File: src/rtl/tile_fifo_scheduler_if.sv
// Producer, FIFO-side and output-side signals of the tile FIFO scheduler.
// master = scheduler view, slave = surrounding producers/FIFO/consumer view.
interface tile_fifo_scheduler_if #(
    parameter int NUM_REQ = 4,
    parameter int DATA_W  = 24
);
    logic                      sched_en;
    logic [NUM_REQ-1:0]        req_valid;
    logic [NUM_REQ*DATA_W-1:0] req_data;
    logic [NUM_REQ-1:0]        req_ready;
    logic                      fifo_push;
    logic [DATA_W-1:0]         fifo_data_in;
    logic                      fifo_pop;
    logic [DATA_W-1:0]         fifo_data_out;
    logic                      fifo_empty;
    logic                      fifo_full;
    logic                      out_valid;
    logic [DATA_W-1:0]         out_data;
    logic                      out_ready;

    modport master (
        input  sched_en, req_valid, req_data, fifo_data_out, fifo_empty, fifo_full, out_ready,
        output req_ready, fifo_push, fifo_data_in, fifo_pop, out_valid, out_data
    );

    modport slave (
        output sched_en, req_valid, req_data, fifo_data_out, fifo_empty, fifo_full, out_ready,
        input  req_ready, fifo_push, fifo_data_in, fifo_pop, out_valid, out_data
    );
endinterface

File: src/rtl/tile_fifo_scheduler.sv
// Round-robin push arbitration and drain sequencing for the shared 4-deep tile FIFO.
// Push/pop issue is combinational; a pop lands in the output register two edges later; fifo_full stalls grants, held out_valid stalls pops.
module tile_fifo_scheduler #(
    parameter int NUM_REQ = 4,
    parameter int DATA_W  = 24
) (
    input  logic                 clk,
    input  logic                 reset_n,
    tile_fifo_scheduler_if.master bus
);
    localparam int               PTR_W     = (NUM_REQ > 1) ? $clog2(NUM_REQ) : 1;
    localparam logic [PTR_W:0]   NUM_REQ_X = (PTR_W+1)'(NUM_REQ);
    localparam logic [PTR_W-1:0] LAST_IDX  = PTR_W'(NUM_REQ - 1);

    logic [PTR_W-1:0]  rr_ptr, rr_ptr_nxt, grant_idx;
    logic [PTR_W:0]    cand;
    logic              grant_found;
    logic              turn, turn_nxt;
    logic              pop_pending;
    logic              out_valid_q, out_valid_nxt;
    logic [DATA_W-1:0] out_data_q, out_data_nxt;
    logic              push_ok, pop_ok, do_push, do_pop;

    // First valid requester at or above rr_ptr, wrapping at NUM_REQ.
    always_comb begin
        grant_found = 1'b0;
        grant_idx   = '0;
        cand        = '0;
        for (int k = 0; k < NUM_REQ; k++) begin
            cand = {1'b0, rr_ptr} + (PTR_W+1)'(k);
            if (cand >= NUM_REQ_X) cand = cand - NUM_REQ_X;
            if (!grant_found && bus.req_valid[cand[PTR_W-1:0]]) begin
                grant_found = 1'b1;
                grant_idx   = cand[PTR_W-1:0];
            end
        end
    end

    // Gating with reset_n keeps push/pop/grant low while the FIFO is held in reset.
    always_comb begin
        push_ok  = reset_n && bus.sched_en && !bus.fifo_full && (|bus.req_valid);
        pop_ok   = reset_n && bus.sched_en && !bus.fifo_empty && !pop_pending &&
                   (!out_valid_q || bus.out_ready);
        do_push  = push_ok && grant_found && (!pop_ok || !turn);
        do_pop   = pop_ok && (!push_ok || turn);
        turn_nxt = (push_ok && pop_ok) ? ~turn : turn;

        rr_ptr_nxt = rr_ptr;
        if (do_push) rr_ptr_nxt = (grant_idx == LAST_IDX) ? '0 : grant_idx + PTR_W'(1);

        out_valid_nxt = out_valid_q;
        out_data_nxt  = out_data_q;
        if (pop_pending) begin
            out_valid_nxt = 1'b1;
            out_data_nxt  = bus.fifo_data_out;
        end else if (out_valid_q && bus.out_ready) begin
            out_valid_nxt = 1'b0;
        end
    end

    always_ff @(posedge clk or negedge reset_n) begin
        if (!reset_n) begin
            rr_ptr      <= '0;
            turn        <= 1'b0;
            pop_pending <= 1'b0;
            out_valid_q <= 1'b0;
            out_data_q  <= '0;
        end else begin
            rr_ptr      <= rr_ptr_nxt;
            turn        <= turn_nxt;
            pop_pending <= do_pop;
            out_valid_q <= out_valid_nxt;
            out_data_q  <= out_data_nxt;
        end
    end

    always_comb begin
        bus.req_ready    = '0;
        bus.fifo_data_in = '0;
        if (do_push) begin
            bus.req_ready[grant_idx] = 1'b1;
            bus.fifo_data_in         = bus.req_data[int'(grant_idx)*DATA_W +: DATA_W];
        end
    end

    assign bus.fifo_push = do_push;
    assign bus.fifo_pop  = do_pop;
    assign bus.out_valid = out_valid_q;
    assign bus.out_data  = out_data_q;
endmodule

File: src/flat_wrapper.sv
// flat-port wrapper written by rule: the top's interface ports become plain ports
module tile_fifo_scheduler_flat 
#(
    parameter int NUM_REQ = 4,
    parameter int DATA_W  = 24
)
  (clk, reset_n, bus_sched_en, bus_req_valid, bus_req_data, bus_fifo_data_out, bus_fifo_empty, bus_fifo_full, bus_out_ready, bus_req_ready, bus_fifo_push, bus_fifo_data_in, bus_fifo_pop, bus_out_valid, bus_out_data);
  tile_fifo_scheduler_if #(.NUM_REQ(NUM_REQ), .DATA_W(DATA_W)) bus_i ();
  input  logic clk;
  input  logic reset_n;
  input wire logic [$bits(bus_i.sched_en)-1:0] bus_sched_en;
  input wire logic [$bits(bus_i.req_valid)-1:0] bus_req_valid;
  input wire logic [$bits(bus_i.req_data)-1:0] bus_req_data;
  input wire logic [$bits(bus_i.fifo_data_out)-1:0] bus_fifo_data_out;
  input wire logic [$bits(bus_i.fifo_empty)-1:0] bus_fifo_empty;
  input wire logic [$bits(bus_i.fifo_full)-1:0] bus_fifo_full;
  input wire logic [$bits(bus_i.out_ready)-1:0] bus_out_ready;
  output wire logic [$bits(bus_i.req_ready)-1:0] bus_req_ready;
  output wire logic [$bits(bus_i.fifo_push)-1:0] bus_fifo_push;
  output wire logic [$bits(bus_i.fifo_data_in)-1:0] bus_fifo_data_in;
  output wire logic [$bits(bus_i.fifo_pop)-1:0] bus_fifo_pop;
  output wire logic [$bits(bus_i.out_valid)-1:0] bus_out_valid;
  output wire logic [$bits(bus_i.out_data)-1:0] bus_out_data;
  assign bus_i.sched_en = bus_sched_en;
  assign bus_i.req_valid = bus_req_valid;
  assign bus_i.req_data = bus_req_data;
  assign bus_i.fifo_data_out = bus_fifo_data_out;
  assign bus_i.fifo_empty = bus_fifo_empty;
  assign bus_i.fifo_full = bus_fifo_full;
  assign bus_i.out_ready = bus_out_ready;
  assign bus_req_ready = bus_i.req_ready;
  assign bus_fifo_push = bus_i.fifo_push;
  assign bus_fifo_data_in = bus_i.fifo_data_in;
  assign bus_fifo_pop = bus_i.fifo_pop;
  assign bus_out_valid = bus_i.out_valid;
  assign bus_out_data = bus_i.out_data;
  tile_fifo_scheduler #(.NUM_REQ(NUM_REQ), .DATA_W(DATA_W)) u_core (.clk(clk), .reset_n(reset_n), .bus(bus_i));
endmodule
File: config.mk
export PLATFORM = sky130hd
export DESIGN_NAME = tile_fifo_scheduler_flat
export DESIGN_NICKNAME = d
export VERILOG_FILES = /design/src/rtl/tile_fifo_scheduler_if.sv /design/src/rtl/tile_fifo_scheduler.sv /design/src/flat_wrapper.sv
export SDC_FILE = /design/constraint.sdc
export NUM_CORES = 1
export LEC_CHECK = 0
export ABC_AREA = 1
export BUFFER_PORTS_ARGS = -buffer_cell sky130_fd_sc_hd__buf_4
export CAP_MARGIN = 20
export CELL_PAD_IN_SITES_DETAIL_PLACEMENT = 0
export CELL_PAD_IN_SITES_GLOBAL_PLACEMENT = 1
export CORE_ASPECT_RATIO = 0.7
export CORE_UTILIZATION = 28
export DETAILED_ROUTE_END_ITERATION = 6
export PLACE_DENSITY_LB_ADDON = 0.08
export SLEW_MARGIN = 20
export SYNTH_ARGS = -nofsm -noshare
export SYNTH_HDL_FRONTEND = slang
export SYNTH_SLANG_ARGS = --single-unit
File: constraint.sdc
create_clock -name clk -period 2.5 [get_ports clk]
set_input_delay 0.125 -clock clk [delete_from_list [all_inputs] [get_ports clk]]
set_output_delay 0.125 -clock clk [all_outputs]
set_load 0.02 [all_outputs]
### Yosys cells after proc, flatten, opt, wreduce, memory -nomap -nowiden

Cells that the tools add are included.

| storage, ports and cells | value |
|---|---|
| logic and storage cells | 84 |
| input bits | 130 |
| bits in registers | 29 |
| output and inout bits | 55 |

| operators by class | value |
|---|---|
| bitwise logic cells | 1 |
| $mul | 1 |
| muxes and demuxes | 27 |
| $add $sub $neg | 8 |
| shift operators | 1 |
| equality and inequality tests | 1 |
| reduce and logical (&&, ||, !) cells | 30 |
| $lt $le $gt $ge | 10 |

Operators with widths:

| kind | number |
|---|---|
| variable part select 96 x 32 -> 24 bit | 1 |
| 2-to-1 mux 24 bit | 1 |
| 2-to-1 mux 2 bit | 9 |
| logical AND 1 bit | 15 |
| < comparator 2 x 3 -> 1 bit (second input constant) | 5 |
| 2-to-1 mux 1 bit | 11 |
| zero test 1 bit | 10 |
| >= comparator 3 bit (second input constant) | 3 |
| binary-select mux 1 bit (select 2 bit) | 4 |
| subtractor 2 x 1 -> 2 bit (second input constant) | 4 |
| adder 2 x 2 -> 3 bit (second input constant) | 2 |
| multiplier 2 x 2 -> 4 bit (second input constant) | 1 |
| 2-to-1 mux 4 bit | 1 |
| OR reduction 4 bit | 1 |
| adder 2 x 1 -> 3 bit (second input constant) | 1 |
| >= comparator 2 x 3 -> 1 bit (second input constant) | 1 |
| logical OR 1 bit | 3 |
| adder 2 x 1 -> 2 bit (second input constant) | 1 |
| demux 1 bit (select 2 bit) | 1 |
| == test 2 bit (second input constant) | 1 |
| >= comparator 2 x 1 -> 1 bit (second input constant) | 1 |
| nonzero test 2 bit | 1 |
| NOT 1 bit | 1 |

### Depth between registers and ports, before layout

Gate-level depths: netlist (run 1).

| depth | value |
|---|---|
| depth in word-level cells | 19 |
| gate-level depth with buffers | 15 |
| depth with buffers taken out | 13 |

### Least setup slack after synthesis (run 1)

OpenSTA, ideal clock, no wires.

| timing | value |
|---|---|
| path kind | flip-flop to output port |
| from | reg u_core.rr_ptr[0] |
| to | out bus_req_ready[2] |
| stages on the path, launching flop included | 15 |
| slack | 0.562 ns |
| data required time | 2.375 ns |
| arrival | 1.813 ns |
| path buffers | 2 |
| cell sequence | dfrtp_1 buf_6 inv_6 nand2_2 nand3_1 nand2_2 nor2_4 nand3_1 nand3_2 nand2_4 clkinv_4 buf_6 ha_1 inv_1 nor2_1 |

| on the way | value |
|---|---|
| cells in the longest elaborated chain, start to end | 19 |
| elaborated cells between the ends (all ways) | 45 |
| those cells by class | 7 x add/sub; 6 x order compare; 23 x mux; 9 x reduce/logical |

RTL lines:

| element | line | text |
|---|---|---|
| start: declaration | tile_fifo_scheduler.sv:15 | `logic [PTR_W-1:0] rr_ptr, rr_ptr_nxt, grant_idx;` |
| start signal: assignment | tile_fifo_scheduler.sv:69 | `rr_ptr <= rr_ptr_nxt;` |
| branches (longest 18 deep; another with adder 2 x 1 -> 3 bit) | n/a |  |
| 2-to-1 mux 4 bit * | tile_fifo_scheduler.sv:80 | `if (do_push) begin` |
| end: declaration | flat_wrapper.sv:18 | `output wire logic [$bits(bus_i.req_ready)-1:0] bus_req_ready;` |

Every way passes the cells marked *. The select of a mux whose other input is x is not followed.

### Final worst setup path (run 1)

| timing | value |
|---|---|
| from | reg u_core.rr_ptr[0] |
| to | out bus_fifo_data_in[14] |

| on the way | value |
|---|---|
| cells in the longest elaborated chain, start to end | 17 |
| elaborated cells between the ends (all ways) | 42 |
| those cells by class | 7 x add/sub; 1 x mul; 4 x order compare; 1 x shift; 21 x mux; 8 x reduce/logical |

RTL lines:

| element | line | text |
|---|---|---|
| branches (longest 16 deep; another with adder 2 x 1 -> 3 bit) | n/a |  |
| 2-to-1 mux 24 bit * | tile_fifo_scheduler.sv:80 |  |
| end: declaration | flat_wrapper.sv:20 | `output wire logic [$bits(bus_i.fifo_data_in)-1:0] bus_fifo_data_in;` |

Marks and branches as above.

==> metrics list, run 1 <==
- Buffers placed on the I/O ports in this run total 184.
* Number of primary I/O pins: 185
* Async set-reset flop share out of synthesis: 100%
* Synthesized-area fraction occupied by xor and xnor cells: 0%
- Setup repair after global routing could not meet its margin everywhere.
- Ranked by total cell area, the synthesized netlist is headed by sky130_fd_sc_hd__dfrtp_1, sky130_fd_sc_hd__nand2_1, sky130_fd_sc_hd__nand4_1.
- For this configuration, the core starts out at a cell density of 29.0%.
- Clk root buf: sky130_fd_sc_hd__clkbuf_16
- Cells with a size suffix above 1 make up 47.5% of the layout.
* Part of the power in combinational logic: 76.8%
* Count leader, synth: sky130_fd_sc_hd__nand2_1
- Global-route usage over all layers: 18.1%
- Number of nets in the synthesized netlist: 552
- The number of antenna violations at the first check in global routing was 0.
- Routed vias/inst: 4.66
- Core area: 0.00976 mm2
- After Yosys synthesis, and, or, nand and nor cells account for 40.1% of the synthesized area.
* Net Sw Frac: 48.4%
- Vias in the first global route: 3150
- The clock network is responsible for 11.7% of the overall power.
- Most instantiated cells after synthesis: sky130_fd_sc_hd__nand2_1, sky130_fd_sc_hd__inv_1, sky130_fd_sc_hd__nand4_1, sky130_fd_sc_hd__dfrtp_1, sky130_fd_sc_hd__nand3_1
- Netlist area before placement: 0.00283 mm2
- Floorplan die width: 122 um
- During synthesis, Yosys emitted a total of 0 warnings.
- After the first detailed-routing iteration, the DRC count stood at 140.
- For this block, the routed nets add up to 10400 um of wire.
- Aggregate global routing overflow: 0
* Total Nets Final: 743
- Relative to the synthesized area, the layout overhead comes to 70.1%.
- Power share of the sequential group: 11.5%
- Layout filler cell count: 997
- The clock tree synthesis step divided the H-tree into 2 levels.
- Element type at the critical path start: register
* FF/Latch Area: 728 um2
- STA classifies the critical path endpoint as a primary output.
- Utilization after layout: 49.3%
- The first TritonRoute pass finished after 6 iterations.
* Clock buffer count from CTS: 5
- After synthesis, the largest family of logic cells by area is simple AND/OR/NAND/NOR gates.
- Max Clock Skew: 0.00325 ns
- The worst pin sits at a relative slew slack of 60.9%.
* Maximum operating frequency: 413 MHz
* Sum of net half-perimeters after detailed placement: 7380 um
- Maximum buffer depth of the clock tree: 2
* Synth cell types: 25
- Leading area contributor after synthesis: sky130_fd_sc_hd__dfrtp_1
- Number of storage elements in the synthesis netlist: 29
- The first global-routing pass estimated 15400 um of wire.
* Final min period: 2.42 ns
* Diode insertion count for antenna repair: 0
- In the final layout, the multi-input gates occupy 0.00169 mm2.
- Cell internal power was estimated by the tool at 3.06 mW.
* Height of the die: 86.1 um
- Clock-pin slew was measured on the worst setup and hold paths at 0.05 ns.
- The congestion estimate from routability-driven global placement came to 0.852.
- After floorplanning, the core was divided into 30 placement rows.
- The worst-case IR drop observed on VDD is 0.805 mV.
- Among all flip-flop cells after synthesis, the most frequent one is sky130_fd_sc_hd__dfrtp_1.
- Die Area: 0.0105 mm2
* Outcome: completed
- Synthesized area per cell: 6.76 um2
* Type of the tightest min-delay check: in2reg
* Number of nets with antenna violations after routing: 0
- In this run the worst path has a maximum fanout of 8.
* Pin count of the biggest net entering global routing: 34
- Post-synth EDFFs: 0
* Setup TNS: 0 ns
- Adder-cell share of the synthesized area: 1.77%
* Number of max-slew violations in the final report: 0
- Area share of the largest cell type after synthesis: 25.7%
- Post-route DRC: 0
- Least setup slack across all paths after layout: 0.0778 ns
- Multiplexer area fraction after synthesis: 9.56%
* # clock sinks: 29
- Worst Path Required: 2.38 ns
* Cell total after placement: 715
* Detailed-route via count: 3441
* Setup violators final: 0
- At the placement stage, the worst setup path has a slack of 0.184 ns.
- Once layout is complete, the cells apart from fillers number 738.
- Of the synthesized area, sequential elements account for 25.7%.
* Start-to-end type of the worst setup path: reg2out
* Routed length per placed instance: 14.1 um
- Summed over all cells, the static leakage comes to 2.67 nW.
- Power spread over the standard cell area amounts to 1230 mW/mm2.
- The tool flagged a number of max-cap violations equal to 0.
- At the worst endpoint, the arrival time is 2.30 ns.
* Final Hold Violating Endpoints: 0
- Synthesis handed over a netlist of 418 instances.
- For the pin with the worst max-slew slack, the measured transition is 0.585 ns.
- Fin crit share: 96.9%
- Fraction of the mapped netlist area in compound gates: 5.31%
- Skew-Pair Late Insertion Delay: 0.27 ns
- TritonCTS clock tree: yes
- Summed over all nets, the switching power comes to 2.87 mW.
final cells by class:
cell class | instances | area share (%)
well taps | 128 | 3.33
inverters | 71 | 5.91
flip-flops and latches | 29 | 15.1
multi-input cells | 287 | 35.2
clock buffers | 7 | 2.97
clock inverters | 1 | 0.625
repair buffers | 215 | 36.8
cell usage in the layout, fill, tap and decap left out:
cell type,netlist,final
sky130_fd_sc_hd__bufinv_16,0,1
sky130_fd_sc_hd__a21oi_2,0,10
sky130_fd_sc_hd__nand2_4,4,3
sky130_fd_sc_hd__mux2_2,24,24
sky130_fd_sc_hd__nand4_2,1,1
sky130_fd_sc_hd__ha_1,4,4
sky130_fd_sc_hd__nor2_1,5,5
sky130_fd_sc_hd__o21ai_0,2,2
sky130_fd_sc_hd__buf_12,0,4
sky130_fd_sc_hd__nor3_1,1,1
sky130_fd_sc_hd__dlygate4sd3_1,0,1
sky130_fd_sc_hd__nand3_4,2,2
sky130_fd_sc_hd__clkbuf_1,10,1
sky130_fd_sc_hd__nand3_2,3,6
sky130_fd_sc_hd__nand2_8,0,2
sky130_fd_sc_hd__dfrtp_2,0,2
sky130_fd_sc_hd__buf_6,10,9
sky130_fd_sc_hd__buf_4,6,197
sky130_fd_sc_hd__dfrtp_1,29,27
sky130_fd_sc_hd__inv_2,2,3
sky130_fd_sc_hd__nand3_1,28,25
sky130_fd_sc_hd__nand4_1,49,49
sky130_fd_sc_hd__clkinv_8,0,1
sky130_fd_sc_hd__clkbuf_16,0,9
sky130_fd_sc_hd__o21ai_1,2,2
sky130_fd_sc_hd__nor2_4,1,1
sky130_fd_sc_hd__a21oi_1,26,16
sky130_fd_sc_hd__inv_1,67,66
sky130_fd_sc_hd__clkbuf_8,0,1
sky130_fd_sc_hd__clkinv_4,1,1
sky130_fd_sc_hd__nand2_2,9,13
sky130_fd_sc_hd__nand2_1,126,121
through the flow:
step	hold slack (ns)	total power, mW	area (um2)
floorplan	-0.171	3.50	2830
global placement	0.176	4.35	4310
detailed placement	0.187	4.36	4310
CTS	0.0770	5.10	4500
global route	0.0747	6.43	4810
finish	0.0826	5.92	4810
worst max-delay path, stage by stage, from the launching register on:
cell and delay (ns):
sky130_fd_sc_hd__dfrtp_2 0.46, sky130_fd_sc_hd__buf_4 0.15, sky130_fd_sc_hd__nand2_2 0.08, sky130_fd_sc_hd__nand2_4 0.07
sky130_fd_sc_hd__nand2_1 0.07, sky130_fd_sc_hd__nand2_2 0.06, sky130_fd_sc_hd__nand2_4 0.08, sky130_fd_sc_hd__nand2_4 0.06
sky130_fd_sc_hd__nand2_8 0.08, sky130_fd_sc_hd__nand3_4 0.19, sky130_fd_sc_hd__clkbuf_16 0.24, sky130_fd_sc_hd__nand2_1 0.07
sky130_fd_sc_hd__nand3_2 0.06, sky130_fd_sc_hd__a21oi_2 0.19, sky130_fd_sc_hd__buf_6 0.15
metal layers:
layer / global-route usage [%] / wire [um] / up-vias
met5: 0 / 0 / -
met4: 1.66 / 12 / 0
met3: 4.26 / 792 / 2
met2: 29.5 / 4610 / 126
met1: 25.0 / 4970 / 1575
li1: - / - / 1738
worst paths after layout:
kind,from,end,slack [ns],cells after the start
min reg2reg,u_core.pop_pending,u_core.bus.out_valid,0.47,2
max,u_core.rr_ptr[0],bus_fifo_data_in[14],0.08,14
max in group asynchronous,reset_n,u_core.rr_ptr[0],1.78,3
min in group asynchronous,reset_n,u_core.bus.out_data[19],0.43,3
max reg2reg,u_core.rr_ptr[0],u_core.rr_ptr[1],0.45,14
min,bus_fifo_data_out[4],u_core.bus.out_data[4],0.08,2
power groups by stage:
stage                     combinational [mW]  sequential [mW]  clock, mW
final                                   4.55            0.682      0.693
after global routing                    5.00            0.700      0.731
after CTS                               3.70            0.688      0.709
after detailed placement                3.67            0.693          0
after global placement                  3.67            0.687          0
after floorplan                         2.72            0.784          0
cell families (layout without fill, tap and decap cells):
kind of cell	Yosys count	in the layout
buffers and inverters	102	294
flip-flops	29	29
multiplexers	24	24
AND/OR/NAND/NOR	229	229
adder cells (fa/ha/maj)	4	4
AO/OA/AOI/OAI	30	30
sequential cells by signal, indices dropped and copies added (netlist names):
name / count
u_core.bus.out_data: 24
u_core.turn: 1
u_core.bus.out_valid: 1
u_core.pop_pending: 1
u_core.rr_ptr: 2
timing repair:
item	in CTS	in global routing
resized for setup	3	37
setup buffers	0	9
setup endpoints to repair	20	28
hold buffers	1	0
pin swaps	0	10
gates cloned	0	5
endpoints found under the hold margin	29	0
Power figures use the tool's default switching activity.
==> run 2: changes to the inputs <==
CORE_MARGIN = 4   (was not set)
HOLD_SLACK_MARGIN = 0.03   (was not set)
==> metrics list, run 2 (synthesis results as in run 1) <==
* Outcome: completed
* Synth-to-layout area growth: 62.0%
* Endpoint kind of the worst setup timing path: primary output
- On the final layout, the worst clock skew is 0.00329 ns.
* Die Area: 0.0118 mm2
- Final Hold Violating Endpoints: 0
- Leading cell type in the layout, fill and taps excluded: sky130_fd_sc_hd__buf_4
- The net count of the finished layout is 735.
- In this run the worst setup path begins at u_core.rr_ptr[0].
- First-pass iteration count of the detailed router: 4
* Arrival @ worst endpoint: 2.25 ns
* Cell total after placement: 712
* Startpoint of the most critical hold path: bus_fifo_data_out[10]
- Launch point of the worst reg-to-reg path: u_core.rr_ptr[0]
- Number of max-slew violations in the final report: 0
- Start-to-end type of the worst setup path: reg2out
* Routed Wire Length: 10600 um
- Overall power of the completed layout: 5.29 mW
- Excluding fillers, the count of instances in the completed layout stands at 730.
- Maximum buffer depth of the clock tree: 2
* Net switching power figure: 2.64 mW
- Hold is met by 0.0875 ns.
* Worst Path Required: 2.38 ns
* Routed vias/inst: 4.67
- Sequential cells account for 12.8% of the total power.
* Port bufs: 184
* Number of primary I/O pins: 185
* Pre-CTS WS: 0.124 ns
- Clock-pin slew was measured on the worst setup and hold paths at 0.05 ns.
* TritonCTS clock tree: yes
* Vias in the first global route: 3338
- Post-route DRC: 0
* Floorplan row count: 30
- Aggregate global routing overflow: 0
- Setup repair after global routing could not meet its margin everywhere.
- The register with the most flip-flops in the layout has 24 of them.
* Setup violators final: 0
- Entering global routing, the biggest net connects 33 pins.
- Least setup slack across all paths after layout: 0.123 ns
- Diode insertion count for antenna repair: 0
- Leakage power: 2.59 nW
- Dividing the detail-routed wire length by the instance count gives 14.5 um.
- Max-cap violations: 0
- Type of the tightest min-delay check: in2reg
- The detailed router placed 3406 vias in this run.
- Register-to-Register Path Depth: 14
* # clock sinks: 29
- Skew-Pair Late Insertion Delay: 0.27 ns
- Element type at the critical path start: register
* Sum of net half-perimeters after detailed placement: 8030 um
- First-pass GRT wire length: 16900 um
- The library cells used most frequently in the layout, excluding fill and tap cells, are sky130_fd_sc_hd__buf_4, sky130_fd_sc_hd__nand2_1, sky130_fd_sc_hd__inv_1.
* H-tree levels: 2
- Worst Hold Endpoint: u_core.bus.out_data[10]
- Clk root buf: sky130_fd_sc_hd__clkbuf_16
- The first routing iteration left 268 violations.
- VDD sags by at most 0.657 mV.
- For this design the ratio of total power to cell area is 1160 mW/mm2.
* Max Fanout on Critical Path: 20
- From bottom edge to top edge, the die measures 92.1 um.
* Number of antenna violations at the first check in global routing: 0
- Routability-driven placement finished with a final weighted congestion of 0.894.
- Global-route usage over all layers: 17.1%
- The region available for standard cell placement spans 0.00976 mm2.
- Hold Path Cell Cnt: 2
- Part of the power in combinational logic: 73.9%
- Once detail routing completed, the nets flagged for antenna violations numbered 0.
* Clock buffer count from CTS: 5
* Clock power share: 13.2%
- The internal portion of the total power is 2.65 mW.
- Slew margin rel.: 65.2%
- Effective utilization at floorplan: 29.0%
- Of the cells placed in the final design, the portion with a size suffix greater than 1 is 43.9%.
* Capture point of the worst reg-to-reg path: u_core.rr_ptr[1]
- Floorplan die width: 128 um
- At the pin with the least slew margin, the transition time is 0.521 ns.
* Maximum operating frequency: 421 MHz
- Of the total power, the share spent switching nets is 49.8%.
* Setup slack of the most critical reg-to-reg path: 0.42 ns
- Final min period: 2.38 ns
- Fin crit share: 95.1%
run 2: changes by cell type in the layout (fill, tap and decap cells not counted), sizes merged:
| cell | before | now |
|---|---|---|
| clkbuf | 11 | 7 |
| buf | 210 | 206 |
run 2: repair_timing:
action / in CTS / in global routing
endpoints found under the hold margin: 29 / 0
pin swaps: 1 / 2
setup endpoints to repair: 28 / 28
gates resized for setup: 4 / 5
buffers inserted: 3 / 6
hold buffers: 1 / 0
run 2: power by group through the flow:
| stage | registers [mW] | logic [mW] | clock network (mW) |
|---|---|---|---|
| after CTS | 0.689 | 3.80 | 0.710 |
| after detailed placement | 0.694 | 3.67 | 0 |
| after global placement | 0.687 | 3.67 | 0 |
| after global routing | 0.696 | 4.38 | 0.734 |
| final | 0.679 | 3.91 | 0.701 |
| after floorplan | 0.784 | 2.72 | 0 |
run 2: how the worst max path moves through the flow:
stage | endpoint | slack, ns | depth (start not counted)
2_1_floorplan | bus_req_ready[2] | 0.56 | 14
3_3_place_gp | bus_req_ready[3] | 0.21 | 13
3_5_place_dp | bus_fifo_data_in[23] | 0.12 | 12
4_1_cts | bus_fifo_data_in[16] | 0.02 | 13
5_1_grt | bus_req_ready[1] | -0.03 | 15
6_report | bus_fifo_data_in[23] | 0.12 | 15
run 2: cell type report:
| type | count | area [um2] |
|---|---|---|
| multi-input cells | 287 | 1630 |
| clock buffers | 7 | 143 |
| fillers | 1026 | 5180 |
| repair buffers | 207 | 1610 |
| inverters | 71 | 284 |
| well taps | 128 | 160 |
| flip-flops and latches | 29 | 728 |
| clock inverters | 1 | 30.0 |
run 2: critical path: stages, from the launching register on:
cell,delay [ns]
sky130_fd_sc_hd__dfrtp_2,0.43
sky130_fd_sc_hd__buf_2,0.17
sky130_fd_sc_hd__nand2_1,0.07
sky130_fd_sc_hd__nand2_1,0.09
sky130_fd_sc_hd__nand2_1,0.07
sky130_fd_sc_hd__nand2_2,0.07
sky130_fd_sc_hd__nand2_4,0.06
sky130_fd_sc_hd__nand2_2,0.11
sky130_fd_sc_hd__nand2_8,0.09
sky130_fd_sc_hd__nand3_4,0.08
sky130_fd_sc_hd__buf_6,0.19
sky130_fd_sc_hd__nand2_1,0.07
sky130_fd_sc_hd__nand2_1,0.06
sky130_fd_sc_hd__nand2_1,0.05
sky130_fd_sc_hd__a21oi_1,0.18
sky130_fd_sc_hd__buf_4,0.19
run 2: per-stage QoR:
stage                     util, %  TNS (ns)  instance area (um2)
final                        46.9         0                 4580
after global routing         46.9   -0.0716                 4580
after CTS                    46.3         0                 4520
after detailed placement     44.0         0                 4300
after global placement       44.0         0                 4300
after floorplan                 -         0                 2830
run 2: metal layers:
metal,share of wire [%],track usage (%)
met3,8.7,4.02
met2,44,26.2
met5,0,0
met1,47,25.0
met4,0.50,1.77
==> run 3: changes to the inputs <==
--- a/config.mk
+++ b/config.mk
@@ -9,3 +9,3 @@
 export BUFFER_PORTS_ARGS = -buffer_cell sky130_fd_sc_hd__buf_4
-export CAP_MARGIN = 20
+export CAP_MARGIN = 30
 export CELL_PAD_IN_SITES_DETAIL_PLACEMENT = 0
@@ -18,2 +18,3 @@
 export PLACE_DENSITY_LB_ADDON = 0.08
+export SKIP_CTS_REPAIR_TIMING = 1
 export SLEW_MARGIN = 20
==> constraint.sdc (replaced) <==
create_clock -name clk -period 2.5 [get_ports clk]
set_input_delay 0 -clock clk [delete_from_list [all_inputs] [get_ports clk]]
set_output_delay 0 -clock clk [all_outputs]
set_load 0.02 [all_outputs]
==> metrics list, run 3 (synthesis results as in run 1) <==
* Transition time at the pin with the least slew margin: 0.508 ns
- H-tree levels: 2
* Core area: 0.00976 mm2
- After detailed placement, the design holds a cell count of 709.
- After legalization and detailed placement, the total HPWL measured 8000 um.
- Skew-Pair Late Insertion Delay: 0.27 ns
- The repair_antennas step left the layout with diodes totalling 0.
- Violation count after the first detailed-routing iteration: 87
- The placed instances occupy a cell area of 0.00424 mm2.
- Derived from the worst setup path, the maximum achievable clock frequency is 432 MHz.
- Height of the die: 92.1 um
- Pin count of the biggest net entering global routing: 49
- Setup slack of the most critical reg-to-reg path: 0.44 ns
- STA classifies the critical path endpoint as a primary output.
- Setup TNS: 0 ns
- Top cell by count, worst path: sky130_fd_sc_hd__nand2_1
- Max Clock Skew: 0.00469 ns
* Routed vias/inst: 4.55
* Max-cap violations: 0
* Number of max-slew violations in the final report: 0
* Leading cell type in the layout, fill and taps excluded: sky130_fd_sc_hd__buf_4
* Hold Path Cell Cnt: 4
- Clock-pin slew was measured on the worst setup and hold paths at 0.05 ns.
- Port bufs: 184
- Once the floorplan was initialized, standard cells occupied 29.0% of the core.
- Floorplan row count: 30
- Global-route usage over all layers: 17.1%
- # clock sinks: 29
- Aggregate global routing overflow: 0
- Summing over every cut layer, the via total after detailed routing is 3392.
* Cell-by-cell trace of the critical path: inv_6 -> nand2_1 -> nand2_1 -> nand2_1 -> nand2_2 -> nand2_4 -> nand3_4 -> buf_8 -> nand4_1 -> nand2_1 -> nand2_1 -> a21oi_1 -> buf_4
- The worst setup path is of the reg2out kind.
* Maximum buffer depth of the clock tree: 2
* Layout filler cell count: 1002
* Slew margin rel.: 66.1%
- Area taken by multi-input logic gates: 0.00163 mm2
* Outcome: completed
- At the end of the flow, the number of nets in the layout was 751.
- Worst IR drop on VDD: 0.543 mV
- Cell type of the slowest stage on the worst timing path: sky130_fd_sc_hd__dfrtp_2
- FF/Latch Area: 727 um2
- In the layout the commonest cells are sky130_fd_sc_hd__buf_4, sky130_fd_sc_hd__nand2_1, sky130_fd_sc_hd__inv_1.
* First-pass iteration count of the detailed router: 4
* Register-to-Register Path Depth: 12
- Clk root buf: sky130_fd_sc_hd__clkbuf_16
- Number of nets with antenna violations after routing: 0
* Element type at the critical path start: register
- First-pass GRT wire length: 16700 um
- Clock buffer count from CTS: 5
* Vias in the first global route: 3324
* Worst Path Required: 2.50 ns
- Synth-to-layout area growth: 67.1%
- The final critical path takes up 92.7% of the cycle.
- Floorplan die width: 128 um
* Final min period: 2.32 ns
- Final Hold Violating Endpoints: 0
* Setup repair after global routing missed its margin: false
- TritonCTS built the clock tree.
- Max Fanout on Critical Path: 48
* Number of antenna violations at the first check in global routing: 0
- Setup violations remaining at the end of the flow were counted as 0.
* Leakage power: 2.65 nW
- On the worst path, the slowest cell contributes a delay of 0.49 ns.
- Fraction of final layout cells sized beyond drive strength 1: 41.6%
- Total non-filler cell area in the finished layout: 0.00472 mm2
- Post-route DRC: 0
- Non-filler cells in the finished layout: 746
* Utilization after layout: 48.4%
- Routed Wire Length: 11100 um
* Die Area: 0.0118 mm2
- 185 I/O pins were placed.
- Flip-flop count of the largest register after layout: 24
- Overall power of the completed layout: 5.15 mW
* Arrival @ worst endpoint: 2.32 ns
* Routed length per placed instance: 14.9 um
- Final weighted congestion of routability-driven global placement: 0.825
- The tightest min-delay check is of the in2reg type.
- P per Cell Area: 1090 mW/mm2
[run 3: cell count changes in the layout (fill, tap and decap cells not counted), moves of 2 or more]
cell	previous run	this run
sky130_fd_sc_hd__dlygate4sd3_1	1	25
sky130_fd_sc_hd__buf_8	0	2
sky130_fd_sc_hd__buf_4	200	193
sky130_fd_sc_hd__buf_12	4	2
[run 3: critical path: cells and delay by family, from the launching register on]
| family | cells | cell delay, ns |
|---|---|---|
| and+or+nand+nor | 9 | 0.76 |
| buffers and inverters | 3 | 0.62 |
| DFF | 1 | 0.49 |
| AOI/OAI and AO/OA | 1 | 0.17 |
[run 3: final timing paths]
check,startpoint,end
max,u_core.rr_ptr[0],bus_fifo_data_in[2]
min,bus_out_ready,u_core.bus.out_valid
max reg2reg,u_core.rr_ptr[0],u_core.rr_ptr[1]
min reg2reg,u_core.pop_pending,u_core.bus.out_valid
max in group asynchronous,reset_n,u_core.rr_ptr[0]
min in group asynchronous,reset_n,u_core.bus.out_data[6]
[run 3: routing by layer]
metal / global-route usage, % / vias to the layer above / routed length (um)
li1: - / 1751 / -
met5: 0 / - / 0
met3: 4.07 / 5 / 737
met1: 24.5 / 1523 / 5290
met4: 2.47 / 0 / 51
met2: 26.7 / 113 / 5020
[run 3: final cells by class]
type                       instances  share of cell area (%)
timing repair buffer             222                    37.5
multi-input combinational        288                    34.5
sequential                        29                    15.4
inverter                          71                    5.91
tap                              128                    3.39
clock buffer                       7                    3.23
clock inverter                     1                   0.106
[run 3: per-stage QoR]
step           setup slack (ns)  hold slack [ns]
4_1_cts                  -0.167           -0.242
6_report                  0.183           0.0214
5_1_grt                  0.0154           0.0437
3_5_place_dp              0.133           0.0509
3_3_place_gp              0.183           0.0496
2_1_floorplan             0.620           -0.296
[run 3: where the power goes]
group	switching [mW]	leakage, nW	internal [mW]
Combinational	2.37	2.23	1.47
Sequential	0.0978	0.345	0.591
Clock	0.203	0.0799	0.420
Total	2.67	2.65	2.48
